## src/rtl/rle_pkg.sv

```systemverilog
// Shared types and constants for the run-length encoder.
// Latency: n/a (types only).
// Backpressure: n/a (types only).
package rle_pkg;

   localparam int SYM_W = 7;
   localparam logic [SYM_W-1:0] MAX_RUN  = 7'd127;
   localparam logic [SYM_W-1:0] IDLE_SYM = 7'd0;

   // data[7]=1 -> count word (data[6:0] = run length)
   // data[7]=0 -> literal word (data[6:0] = symbol)
   typedef struct packed {
      logic [7:0] data;
      logic       valid;
   } out_st;

   typedef enum logic [1:0] {
      IDLE,
      FIRST,
      REPEAT
   } state_t;

endpackage

```

## src/rtl/run_length_encoder_moore.sv

```systemverilog
// Streaming run-length encoder: literal per run, plus total length when N>=2.
// Latency: literal 1 cycle after first symbol (2 if deferred); count 1 cycle after run end.
// Backpressure: none; consumer must accept every valid cycle.
//
// Ports:
//   clock   - rising-edge clock
//   reset   - synchronous active-high reset
//   dataIn  - 7-bit symbol sampled every cycle, 0 = idle
//   dataOut - registered {data[7:0], valid} word stream
module run_length_encoder_moore
   import rle_pkg::*;
(
   input  logic             clock,
   input  logic             reset,
   input  logic [SYM_W-1:0] dataIn,
   output out_st            dataOut
);

   state_t           State, state_nxt;
   logic [SYM_W-1:0] count, count_nxt;
   logic [SYM_W-1:0] sym, sym_nxt;
   logic             pend_vld, pend_vld_nxt;
   logic [7:0]       pend_dat, pend_dat_nxt;
   out_st            out_nxt;

   logic       in_idle;
   logic       run_open;
   logic       same_sym;
   logic       at_max;
   logic       close_run;
   logic       start_run;
   logic       emit_cnt;
   logic [7:0] cnt_word;
   logic [7:0] lit_word;

   // Run boundary decode. A 128th identical symbol both closes the
   // current run and opens a fresh one, which keeps count from wrapping.
   assign in_idle   = (dataIn == IDLE_SYM);
   assign run_open  = (State != IDLE);
   assign same_sym  = (dataIn == sym);
   assign at_max    = (count == MAX_RUN);
   assign close_run = run_open && (in_idle || !same_sym || at_max);
   assign start_run = !in_idle && (!run_open || !same_sym || at_max);
   // Only runs of length >= 2 (REPEAT) carry a count word.
   assign emit_cnt  = close_run && (State == REPEAT);
   assign cnt_word  = {1'b1, count};
   assign lit_word  = {1'b0, dataIn};

   always_comb begin
      state_nxt    = State;
      count_nxt    = count;
      sym_nxt      = sym;
      out_nxt      = '0;
      pend_vld_nxt = 1'b0;
      pend_dat_nxt = 8'h00;

      // Word arbitration: pending literal, then closing count, then new
      // literal. The single loser (if any) is parked in the pending slot.
      if (pend_vld) begin
         out_nxt = '{data: pend_dat, valid: 1'b1};
         if (emit_cnt) begin
            pend_vld_nxt = 1'b1;
            pend_dat_nxt = cnt_word;
         end else if (start_run) begin
            pend_vld_nxt = 1'b1;
            pend_dat_nxt = lit_word;
         end
      end else if (emit_cnt) begin
         out_nxt = '{data: cnt_word, valid: 1'b1};
         if (start_run) begin
            pend_vld_nxt = 1'b1;
            pend_dat_nxt = lit_word;
         end
      end else if (start_run) begin
         out_nxt = '{data: lit_word, valid: 1'b1};
      end

      // Run tracking.
      if (in_idle) begin
         state_nxt = IDLE;
         count_nxt = '0;
      end else if (start_run) begin
         state_nxt = FIRST;
         count_nxt = 7'd1;
         sym_nxt   = dataIn;
      end else begin
         state_nxt = REPEAT;
         count_nxt = count + 7'd1;
      end
   end

   always_ff @(posedge clock) begin
      if (reset) begin
         State    <= IDLE;
         count    <= '0;
         sym      <= '0;
         pend_vld <= 1'b0;
         pend_dat <= 8'h00;
         dataOut  <= '0;
      end else begin
         State    <= state_nxt;
         count    <= count_nxt;
         sym      <= sym_nxt;
         pend_vld <= pend_vld_nxt;
         pend_dat <= pend_dat_nxt;
         dataOut  <= out_nxt;
      end
   end

   // Three simultaneous words would need a second pending slot; the run
   // structure guarantees this never happens.
   pend_overflow_chk: assert property (
      @(posedge clock) disable iff (reset) !(pend_vld && emit_cnt && start_run)
   );

endmodule

```

## config.mk

```make
export PLATFORM = sky130hd
export DESIGN_NAME = run_length_encoder_moore
export DESIGN_NICKNAME = d
export VERILOG_FILES = /design/src/rtl/rle_pkg.sv /design/src/rtl/run_length_encoder_moore.sv
export SDC_FILE = /design/constraint.sdc
export NUM_CORES = 1
export LEC_CHECK = 0
export CAP_MARGIN = 10
export CORE_UTILIZATION = 48
export CTS_CLUSTER_SIZE = 25
export DETAILED_ROUTE_END_ITERATION = 8
export GPL_TIMING_DRIVEN = 0
export PLACE_DENSITY = 0.71
export SETUP_SLACK_MARGIN = 0.3
export SLEW_MARGIN = 20
export SYNTH_ARGS = -nofsm -noshare
export SYNTH_HDL_FRONTEND = slang
export SYNTH_SLANG_ARGS = --single-unit
```

## constraint.sdc

```tcl
create_clock -name clock -period 2.1 [get_ports clock]
set_clock_uncertainty 0.2 [all_clocks]
set_input_delay 0.42 -clock clock [delete_from_list [all_inputs] [get_ports clock]]
set_output_delay 0.42 -clock clock [all_outputs]
set_load 0.05 [all_outputs]
```

* After elaboration in Yosys (flattened, before gate mapping)
Cells that the tools add are included.
Word-level totals: bits in registers 34, logic and storage cells 41
Operators by class: add/sub/neg operators 1, equality and inequality tests 3, muxes and demuxes 13, bitwise gates (word level) 1, reduce and logical (&&, ||, !) cells 15
Operators by type and width (count):
- 2-to-1 mux 8 bit | 3
- 2-to-1 mux 9 bit | 2
- 2-to-1 mux 7 bit | 2
- adder 7 x 1 -> 7 bit, second input constant | 1
- equality test 7 bit | 1
- equality test 7 bit, second input constant | 1
- zero test 7 bit | 1
- 2-to-1 mux 1 bit | 5
- logical OR 1 bit | 4
- logical AND 1 bit | 3
- zero test 1 bit | 3
- OR reduction 3 bit | 1
- equality test 2 bit, second input constant | 1
- 2-to-1 mux 2 bit | 1
- AND reduction 2 bit | 1
- nonzero test 2 bit | 1
- OR reduction 2 bit | 1
- NOT 1 bit | 1

* Depth between registers and ports, before layout
Gate-level depths: netlist of the first run.
depth in word-level cells 8, gate-level depth with buffers 8, gate-level depth less buffers 6

* Worst setup path before layout of the first run
Ideal clock, no wire load.
kind reg2reg, from register count[0], to register pend_dat[3], setup time 117 ps, arrival 2002 ps, setup slack -219 ps, cell stages (with the launch flop) 9, buffers on the path 2, path through dfxtp_1 > ha_1 > and3_4 > and4_4 > or3_4 > buf_6 > o211a_1 > buf_2 > a22o_2
On the way: longest elaborated chain between the ends 6
Ends and longest elaborated chain:
- start, declared | line run_length_encoder_moore.sv:20 | logic [SYM_W-1:0] count, count_nxt;
- start signal, assigned | line run_length_encoder_moore.sv:102 | count <= count_nxt;
- equality test 7 bit * | line run_length_encoder_moore.sv:41 | assign at_max = (count == MAX_RUN);
- logical OR 1 bit, on equally long branches | line run_length_encoder_moore.sv:43, run_length_encoder_moore.sv:42
- logical AND 1 bit, on equally long branches | line run_length_encoder_moore.sv:43, run_length_encoder_moore.sv:42
- 2-to-1 mux 7 bit or logical AND 1 bit (tied branches) | line run_length_encoder_moore.sv:64, run_length_encoder_moore.sv:70, run_length_encoder_moore.sv:45
- 2-to-1 mux 7 bit or 2-to-1 mux 8 bit (tied branches) | line run_length_encoder_moore.sv:68, run_length_encoder_moore.sv:61
- 2-to-1 mux 8 bit * | line run_length_encoder_moore.sv:59 | if (pend_vld) begin
- end signal, assigned | line run_length_encoder_moore.sv:105 | pend_dat <= pend_dat_nxt;
- end, declared | line run_length_encoder_moore.sv:23 | logic [7:0] pend_dat, pend_dat_nxt;
Every way passes the cells marked *; elsewhere a longest branch is shown, timed or not. A chain may end at the register's enable or synchronous reset.

* Worst setup path after layout of the first run
from register count[1], to register pend_dat[3]
The elaborated chain is that of the path after synthesis.

==> results of run 1 <==
layer usage:
layer	up-vias	wire (um)	track usage, %
met5	-	0	0
met4	0	53	6.27
met3	8	131	8.06
met2	18	1510	33.4
met1	549	1400	25.6
li1	555	-	-
synthesized netlist by cell type (all sizes together), types with 3 or more instances:
library cell | number | area (sq um)
a21o | 8 | 60.1
xnor2 | 11 | 96.3
buf | 3 | 27.5
mux2i | 7 | 70.1
nand3 | 5 | 25.0
a22o | 14 | 125
inv | 3 | 11.3
dfxtp | 34 | 681
nor2 | 17 | 83.8
final cells by class:
class	count	area, sq um	share of cell area (%)
multi-input combinational	92	772	41.4
sequential	34	688	36.9
timing repair buffer	29	216	11.6
clock buffer	6	51.3	2.75
buffer	5	50.0	2.69
tap	31	38.8	2.08
clock inverter	1	30.0	1.61
inverter	3	16.3	0.873
logic make-up after synthesis:
kind of cell | count (synthesis) | share of synthesized area [%]
AOI/OAI and AO/OA | 33 | 20.1
and+or+nand+nor | 39 | 16.0
buffers and inverters | 8 | 3.23
DFF | 34 | 47.6
adders and majority gates | 1 | 0.874
xor gates and xnor gates | 12 | 7.34
muxes | 7 | 4.90
per-stage QoR:
stage / TNS, ns / utilization [%] / instance area [sq um] / std cells / worst slack, ns
6_report: -2.06 / 67.0 / 1860 / 201 / -0.128
5_1_grt: -3.32 / 67.0 / 1860 / 201 / -0.175
4_1_cts: -1.23 / 65.9 / 1830 / 198 / -0.115
3_5_place_dp: -23.73 / 59.7 / 1660 / 182 / -0.815
3_3_place_gp: -22.67 / 59.7 / 1660 / 182 / -0.786
2_1_floorplan: -0.496 / - / 1450 / 134 / -0.0808
cells in the final DEF (no fill, tap or decap), types with 2 or more instances in the layout:
cell / n
a31oi_1: 2
nand2_1: 2
and2_1: 2
a22o_1: 12
a21o_1: 8
clkbuf_1: 2
dlygate4sd2_1: 6
mux2i_1: 7
dfxtp_4: 2
or3_4: 2
nor3_1: 2
nor2b_1: 2
nor2_1: 11
nor2_4: 5
nand3_1: 4
buf_4: 11
buf_6: 3
dfxtp_1: 32
clkbuf_4: 5
clkbuf_2: 8
xnor2_1: 11
inv_1: 2
clkdlybuf4s15_1: 2
worst max-delay path, cell delays in order (launching register included):
cell and delay (ns):
dfxtp_4 0.37, ha_4 0.15, and3_4 0.17, and4_4 0.20, or3_4 0.33, buf_6 0.13
o211a_1 0.21, buf_6 0.13, a22o_4 0.23
where the power goes:
part	switching [mW]	leakage, nW	internal (mW)
sequential	0.00941	0.280	0.662
clock	0.216	0.0443	0.277
combinational	0.0795	0.467	0.0451
total	0.304	0.792	0.984
worst max-delay path by stage:
stage	endpoint	slack, ns	cells after the start
floorplan	pend_dat[3]$_SDFF_PP0_	-0.08	8
global placement	pend_dat[3]$_SDFF_PP0_	-0.79	8
detailed placement	pend_dat[3]$_SDFF_PP0_	-0.82	8
CTS	pend_dat[3]$_SDFF_PP0_	-0.12	8
global route	pend_dat[6]$_SDFF_PP0_	-0.18	8
finish	pend_dat[3]$_SDFF_PP0_	-0.13	8
what timing repair did:
item,in CTS,in global routing
endpoints found under the setup margin,43,43
pin swaps,8,13
endpoints found under the hold margin,0,0
resized for setup,28,22
buffers inserted,9,3
state kept, by name, indices dropped and copies added, names as in the netlist:
name,cells
dataOut,9
pend_dat,8
count,7
sym,7
State,2
pend_vld,1
==> impl_metrics.csv, run 1 <==
group,metric,value,unit
clock_network,cts_sinks,34,
sta,worst_slack,-0.128,ns
power,leakage,0.792,nW
floorplanning,core-area,2780,sq um
yosys,netlist_instances,134,
global_route,grt_overflow,0,
worst_hold_path,holdCritStartpoint,"pend_dat[7]$_SDFF_PP0_",
worst_setup_path,crit_path_start_kind,"flip-flop",
worst_setup_path,worstPathArrival,2.27,ns
floorplanning,initial_core_util,51.5,%
run_status,status,"complete, but fails checks",
power,power.density,692,nW/um^2
cells_and_area,fin_nets,180,
sta,holdWs,0.252,ns
floorplanning,die_h,56.6,um
clock_network,clk_latency,0.34,ns
worst_setup_path,worstPathRequired,2.14,ns
sta,drv_slew,0,
yosys,syn-num-nets,144,
global_route,antenna_found_initial,0,
detailed_routing,drc,0,
cells_and_area,drive_gt1_share,30.0,%
place,portBuffers,17,
sta,period_needed,2.23,ns
worst_setup_path,cp_max_fo,8,
detailed_routing,drt_iter0_drc,29,
worst_setup_path,r2r-end,"pend_dat[3]$_SDFF_PP0_",
worst_setup_path,rr_startpoint,"count[1]$_SDFF_PP0_",
place,place_congestion,0.864,
detailed_routing,post_drt_wl_per_cell,15.4,um
place,dpl.hpwl,1990,um
cells_and_area,num-fill-cells,227,
yosys,yosysSeqAreaShare,47.6,%
sta,max_freq,449,MHz
sta,tightestPinTransition,0.503,ns
clock_network,cts_tree,"yes",
worst_setup_path,r2r_setup_slack,-0.13,ns
clock_network,cts_hold_buf,0,
power,ir_worst_vdd,635,uV
global_route,grt_max_degree,11,
global_route,grt_pass1_vias,1054,
detailed_routing,viasPerCell,5.62,
power,total_power,1.29,mW
sta,hold_viol_final,0,
yosys,ys_async_sr_fraction,0,%
floorplanning,die_w,56.6,um
yosys,synth_edf_count,0,
floorplanning,pin_count,18,
floorplanning,die-area,3200,sq um
clock_network,clockBufferDepth,2,
detailed_routing,vias,1130,
sta,finalCritPeriodShare,106,%
detailed_routing,detail-route-antenna-nets,0,
clock_network,cts_buffers,5,
yosys,synth-seq-cells,34,
clock_network,clk_pin_slew,0.10,ns
global_route,grt_pass1_wl,4960,um
detailed_routing,wl,3100,um
worst_setup_path,reg2reg_depth,8,
worst_hold_path,hold_end,"dataOut[8]$_SDFF_PP0_",
worst_setup_path,cp-end-kind,"flip-flop",
sta,rsz0062_at_grt,"true",
clock_network,htreeDepth,2,
detailed_routing,drt_first_pass_iters,4,
yosys,yosys_warnings,0,
sta,setup_violations,22,
clock_network,root_buffer,"clkbuf_4",
yosys,yosysUniqueCellTypes,38,
floorplanning,rows,19,
yosys,synth_ff_type,"dfxtp_1",
cells_and_area,area_delta_synth_final,30.2,%
global_route,grtUsageTotal,20.8,%
worst_hold_path,min_path_type,"reg -> reg",
run_status,violations,"negative setup slack",
worst_hold_path,hold_depth,1,
yosys,avgSynthCellArea,10.7,sq um
cells_and_area,antenna_cells,0,
worst_setup_path,critPathKind,"reg -> reg",
yosys,synth_area,1430,sq um
job,cap_violations,0,
sta,max_slew_margin,66.4,%
worst_setup_path,startpoint,"count[1]$_SDFF_PP0_",
(Power assumes the default switching activity.)
==> inputs of run 2 (changes only) <==
Settings changed: CORE_MARGIN from default to 5, TNS_END_PERCENT from default to 20.
==> impl_metrics.csv, run 2 (synthesis gave the netlist of run 1 again) <==
group,metric,value,unit
place,place_congestion,0.798,
sta,finalCritPeriodShare,106,%
sta,rsz0062_at_grt,"true",
worst_setup_path,cp-end-kind,"flip-flop",
cells_and_area,top_register,"dataOut",
global_route,grt_pass1_vias,1125,
worst_hold_path,hold_depth,2,
floorplanning,initial_core_util,51.0,%
place,place_area,1660,sq um
place,dp.cells,182,
worst_setup_path,critPathKind,"reg -> reg",
global_route,antenna_found_initial,0,
sta,fin_setup_tns,-1.75,ns
clock_network,clk_pin_slew,0.12,ns
worst_hold_path,min_path_type,"in -> reg",
global_route,grt_max_degree,13,
global_route,grtUsageTotal,17.1,%
floorplanning,core-area,2810,sq um
detailed_routing,drt_iter0_drc,54,
clock_network,root_buffer,"clkbuf_4",
clock_network,htreeDepth,2,
cells_and_area,mostFrequentLayoutCell,"dfxtp_1",
clock_network,cts_hold_buf,0,
floorplanning,rows,19,
sta,max_slew_margin,69.6,%
sta,holdWs,0.164,ns
clock_network,cts_buffers,5,
worst_setup_path,rr_startpoint,"count[1]$_SDFF_PP0_",
sta,setup_violations,22,
cells_and_area,largest_register_ffs,9,
sta,tightestPinTransition,0.456,ns
power,ir_worst_vdd,674,uV
run_status,violations,"negative setup slack",
sta,max_freq,451,MHz
sta,hold_viol_final,0,
detailed_routing,detail-route-antenna-nets,0,
cells_and_area,fin_nets,175,
cells_and_area,drive_gt1_share,29.5,%
power,power.density,774,nW/um^2
detailed_routing,viasPerCell,5.59,
clock_network,clk_latency,0.35,ns
cells_and_area,top_regs,"dataOut x9, pend_dat x8",
detailed_routing,drc,0,
detailed_routing,drt_first_pass_iters,4,
place,portBuffers,17,
cells_and_area,final_cell_mix,"32 x dfxtp_1, 12 x a22o_1, 11 x xnor2_1, 11 x nor2_1, 8 x a21o_1",
floorplanning,pin_count,18,
global_route,grt_overflow,0,
detailed_routing,wl,3130,um
worst_setup_path,reg2reg_depth,8,
place,dpl.hpwl,2090,um
worst_setup_path,r2r_setup_slack,-0.12,ns
sta,period_needed,2.22,ns
power,leakage,0.760,nW
worst_setup_path,cp_max_fo,8,
cells_and_area,antenna_cells,0,
worst_hold_path,hold_end,"dataOut[4]$_SDFF_PP0_",
worst_setup_path,startpoint,"count[1]$_SDFF_PP0_",
worst_setup_path,worstPathArrival,2.27,ns
job,cap_violations,0,
clock_network,cts_sinks,34,
clock_network,clockBufferDepth,2,
run_status,status,"complete, but fails checks",
global_route,grt_pass1_wl,5400,um
cells_and_area,finalInstanceArea,1810,sq um
worst_setup_path,r2r-end,"pend_dat[3]$_SDFF_PP0_",
clock_network,cts_tree,"yes",
sta,worst_slack,-0.118,ns
detailed_routing,vias,1101,
worst_setup_path,crit_path_start_kind,"flip-flop",
cells_and_area,fin_cells,197,
detailed_routing,post_drt_wl_per_cell,15.9,um
worst_setup_path,worstPathRequired,2.16,ns
worst_hold_path,holdCritStartpoint,"dataIn[3]",
cells_and_area,area_delta_synth_final,26.7,%
floorplanning,die_w,64.6,um
floorplanning,die-area,4170,sq um
sta,drv_slew,0,
floorplanning,die_h,64.6,um
## run 2: cell count changes in the layout (fill, tap and decap cells not counted), sizes merged
cell and delta:
clkbuf -3, bufinv +1, clkdlybuf4s15 +3, buf -5, inv +1, dlygate4sd2 -1
## run 2: power by group
part	leakage [nW]	switching [mW]	internal, mW	total [mW]
Combinational	0.425	0.0780	0.0451	0.123
Sequential	0.280	0.00982	0.662	0.672
Clock	0.0554	0.238	0.372	0.610
## run 2: stage by stage
| stage | power, mW | setup slack, ns | utilization (%) |
|---|---|---|---|
| finish | 1.40 | -0.118 | 64.7 |
| CTS | 1.42 | -0.113 | 65.3 |
| detailed placement | 0.815 | -0.807 | 59.2 |
| global placement | 0.812 | -0.791 | 59.2 |
| global route | 1.46 | -0.183 | 64.7 |
| floorplan | 0.763 | -0.0821 | - |
## run 2: layer usage
layer,up-vias,GRT usage [%],routed length [um]
met4,0,7.92,93
met2,23,28.1,1480
met3,11,6.22,132
met1,525,19.8,1420
li1,542,-,-
met5,-,0,0
## run 2: how the worst max path moves through the flow
| stage | to | slack (ns) | cells after the start |
|---|---|---|---|
| floorplan | pend_dat[3]$_SDFF_PP0_ | -0.08 | 8 |
| global placement | pend_dat[3]$_SDFF_PP0_ | -0.79 | 8 |
| detailed placement | pend_dat[2]$_SDFF_PP0_ | -0.81 | 8 |
| CTS | pend_dat[5]$_SDFF_PP0_ | -0.11 | 8 |
| global route | pend_dat[3]$_SDFF_PP0_ | -0.18 | 8 |
| finish | pend_dat[3]$_SDFF_PP0_ | -0.12 | 8 |
## run 2: final cells by class
cell class | count | area, sq um
Buffer | 5 | 45.0
Inverter | 3 | 11.3
Clock inverter | 3 | 68.8
Fill cell | 248 | 991
Clock buffer | 5 | 37.5
Sequential cell | 34 | 688
Tap cell | 31 | 38.8
Multi-Input combinational cell | 92 | 728
Timing Repair Buffer | 24 | 196
## run 2: repair_timing
item | in CTS | in global routing
setup buffers | 6 | 1
endpoints found under the setup margin | 43 | 38
pin swaps | 14 | 7
endpoints found under the hold margin | 0 | 0
gates resized for setup | 35 | 10
## run 2: critical path: stages (launching register included)
cell and delay, ns:
dfxtp_4 0.37, ha_4 0.15, and3_4 0.17, and4_4 0.21, or3_4 0.33, buf_6 0.13, o211a_1 0.21, buf_6 0.13
a22o_2 0.22
==> variant, RTL diff (flow settings as in run 1) <==
The 3 states of `state_t` get a one-hot encoding in 3 bits.
--- a/src/rtl/rle_pkg.sv
+++ b/src/rtl/rle_pkg.sv
@@ -14,10 +14,10 @@
       logic       valid;
    } out_st;
 
-   typedef enum logic [1:0] {
-      IDLE,
-      FIRST,
-      REPEAT
+   typedef enum logic [2:0] {
+      IDLE   = 3'b001,
+      FIRST  = 3'b010,
+      REPEAT = 3'b100
    } state_t;
 
 endpackage
Behaviour: no difference found for any inputs over 10 cycles, from zero or initial values and one cycle with reset high; not proved beyond that.
==> variant against run 1 <==
- the flow still finishes with violations (setup timing)
- synthesized area is 21% higher
- setup slack got worse by 29 ps
- via count increased by 62%
- sequential cell count is 1 higher
- final cell count up 42%
- final area increased by 18%
- power down 1.8%
- wire length is 73% higher
- count of clock-buffer cells in the layout grew 2
- sequential power up 3.1%
- largest power group unchanged
==> variant: results (changes against run 1) <==
Status: finished with violations
Failing checks: setup timing
WHS Path Cells: 2 (+1)
Area contributors post-synth: dfxtp_1, xnor2_1, nand3_1, nor3b_1, nand4_1
Final WL: 5.36 mm (+73%)
Reg2Reg Depth: 7 (-1)
Setup TNS: -1510 ps (+553 ps)
Post-route setup slack: -158 ps (-29.2 ps)
DRT iter0 DRCs: 131 (+350%)
Hold Worst Slack: 256 ps (+3.63 ps)
Global-route total usage across every layer: 30.7% (+10 points)
Post-synthesis cell type count: 36 (-5.3%)
Setup violators final: 17 (-23%)
First-pass GRT wire length: 8.36 mm (+69%)
Sequential area share after synthesis: 40.5% (-7.0 points)
Fillers: 290 (+28%)
Number of port buffers: 16 (-1)
Wire length on met3: 483 µm (+270%)
Max FO, Critical Path: 6 (-2)
Worst VDD drop: 0.000366 V (-42%)
Layout cell share with drive strength beyond 1: 24.7% (-5.3 points)
CP max stage delay: 560 ps (+190 ps)
GRT met1 Usage: 37.2% (+12 points)
Worst setup startpoint: dataIn[1]
Post-DP HPWL: 3.32 mm (+67%)
M3 GR Usage: 9.52% (+1.5 points)
Slew @ Worst Pin: 681 ps (+178 ps)
Post-Place Cells: 264 (+45%)
Sw Pwr: 335 µW (+10%)
Postcts setup bufs: 8 (-1)
Most instantiated cells after synthesis: dfxtp_1, nand3_1, nand2_1, nand4_1, xnor2_1
==> variant: cell types whose count changed after synthesis, sizes merged, moves of 8 or more <==
cell	before	now
a21o	8	0
a21oi	1	11
a22o	14	0
clkbuf	2	10
nand2	2	16
nand3	5	17
nand4	1	13
nor2	17	8
nor3b	1	11
==> variant: worst max path at each step <==
stage	depth (start not counted)	slack, ps	to
CTS	7	-130	dataOut[4]
global route	7	-170	dataOut[4]
floorplan	7	-60	dataOut[4]
global placement	7	-710	dataOut[6]
finish	7	-160	dataOut[4]
detailed placement	7	-720	dataOut[4]
==> variant: power groups by stage <==
stage	clock network (mW)	registers [mW]	logic, mW
6_report	0.420	0.692	0.153
5_1_grt	0.451	0.695	0.163
4_1_cts	0.423	0.691	0.149
3_5_place_dp	0	0.710	0.148
3_3_place_gp	0	0.708	0.147
2_1_floorplan	0	0.739	0.0603
==> variant: area by class of cell <==
class | instances | area [µm²] | area share [%]
inverter | 6 | 22.5 | 1.03
clock buffer | 8 | 68.8 | 3.13
timing repair buffer | 29 | 229 | 10.4
sequential | 35 | 708 | 32.3
multi-input combinational | 143 | 998 | 45.5
tap | 46 | 57.6 | 2.62
buffer | 18 | 111 | 5.07
==> variant: cells by family (layout without fill, tap and decap cells) <==
logic type | count (synthesis) | after routing | share of synthesized area [%]
compound gates | 44 | 44 | 18.3
flops | 35 | 35 | 40.5
fa+ha+maj | 1 | 1 | 0.723
simple gates | 86 | 86 | 28.2
xor+xnor | 12 | 12 | 6.08
buf+inv | 24 | 61 | 6.15
==> variant: worst min-delay path, cell delays in order, from the launching register on <==
cell and delay (ps):
dfxtp_1 310, nand2_1 50, a21oi_1 50
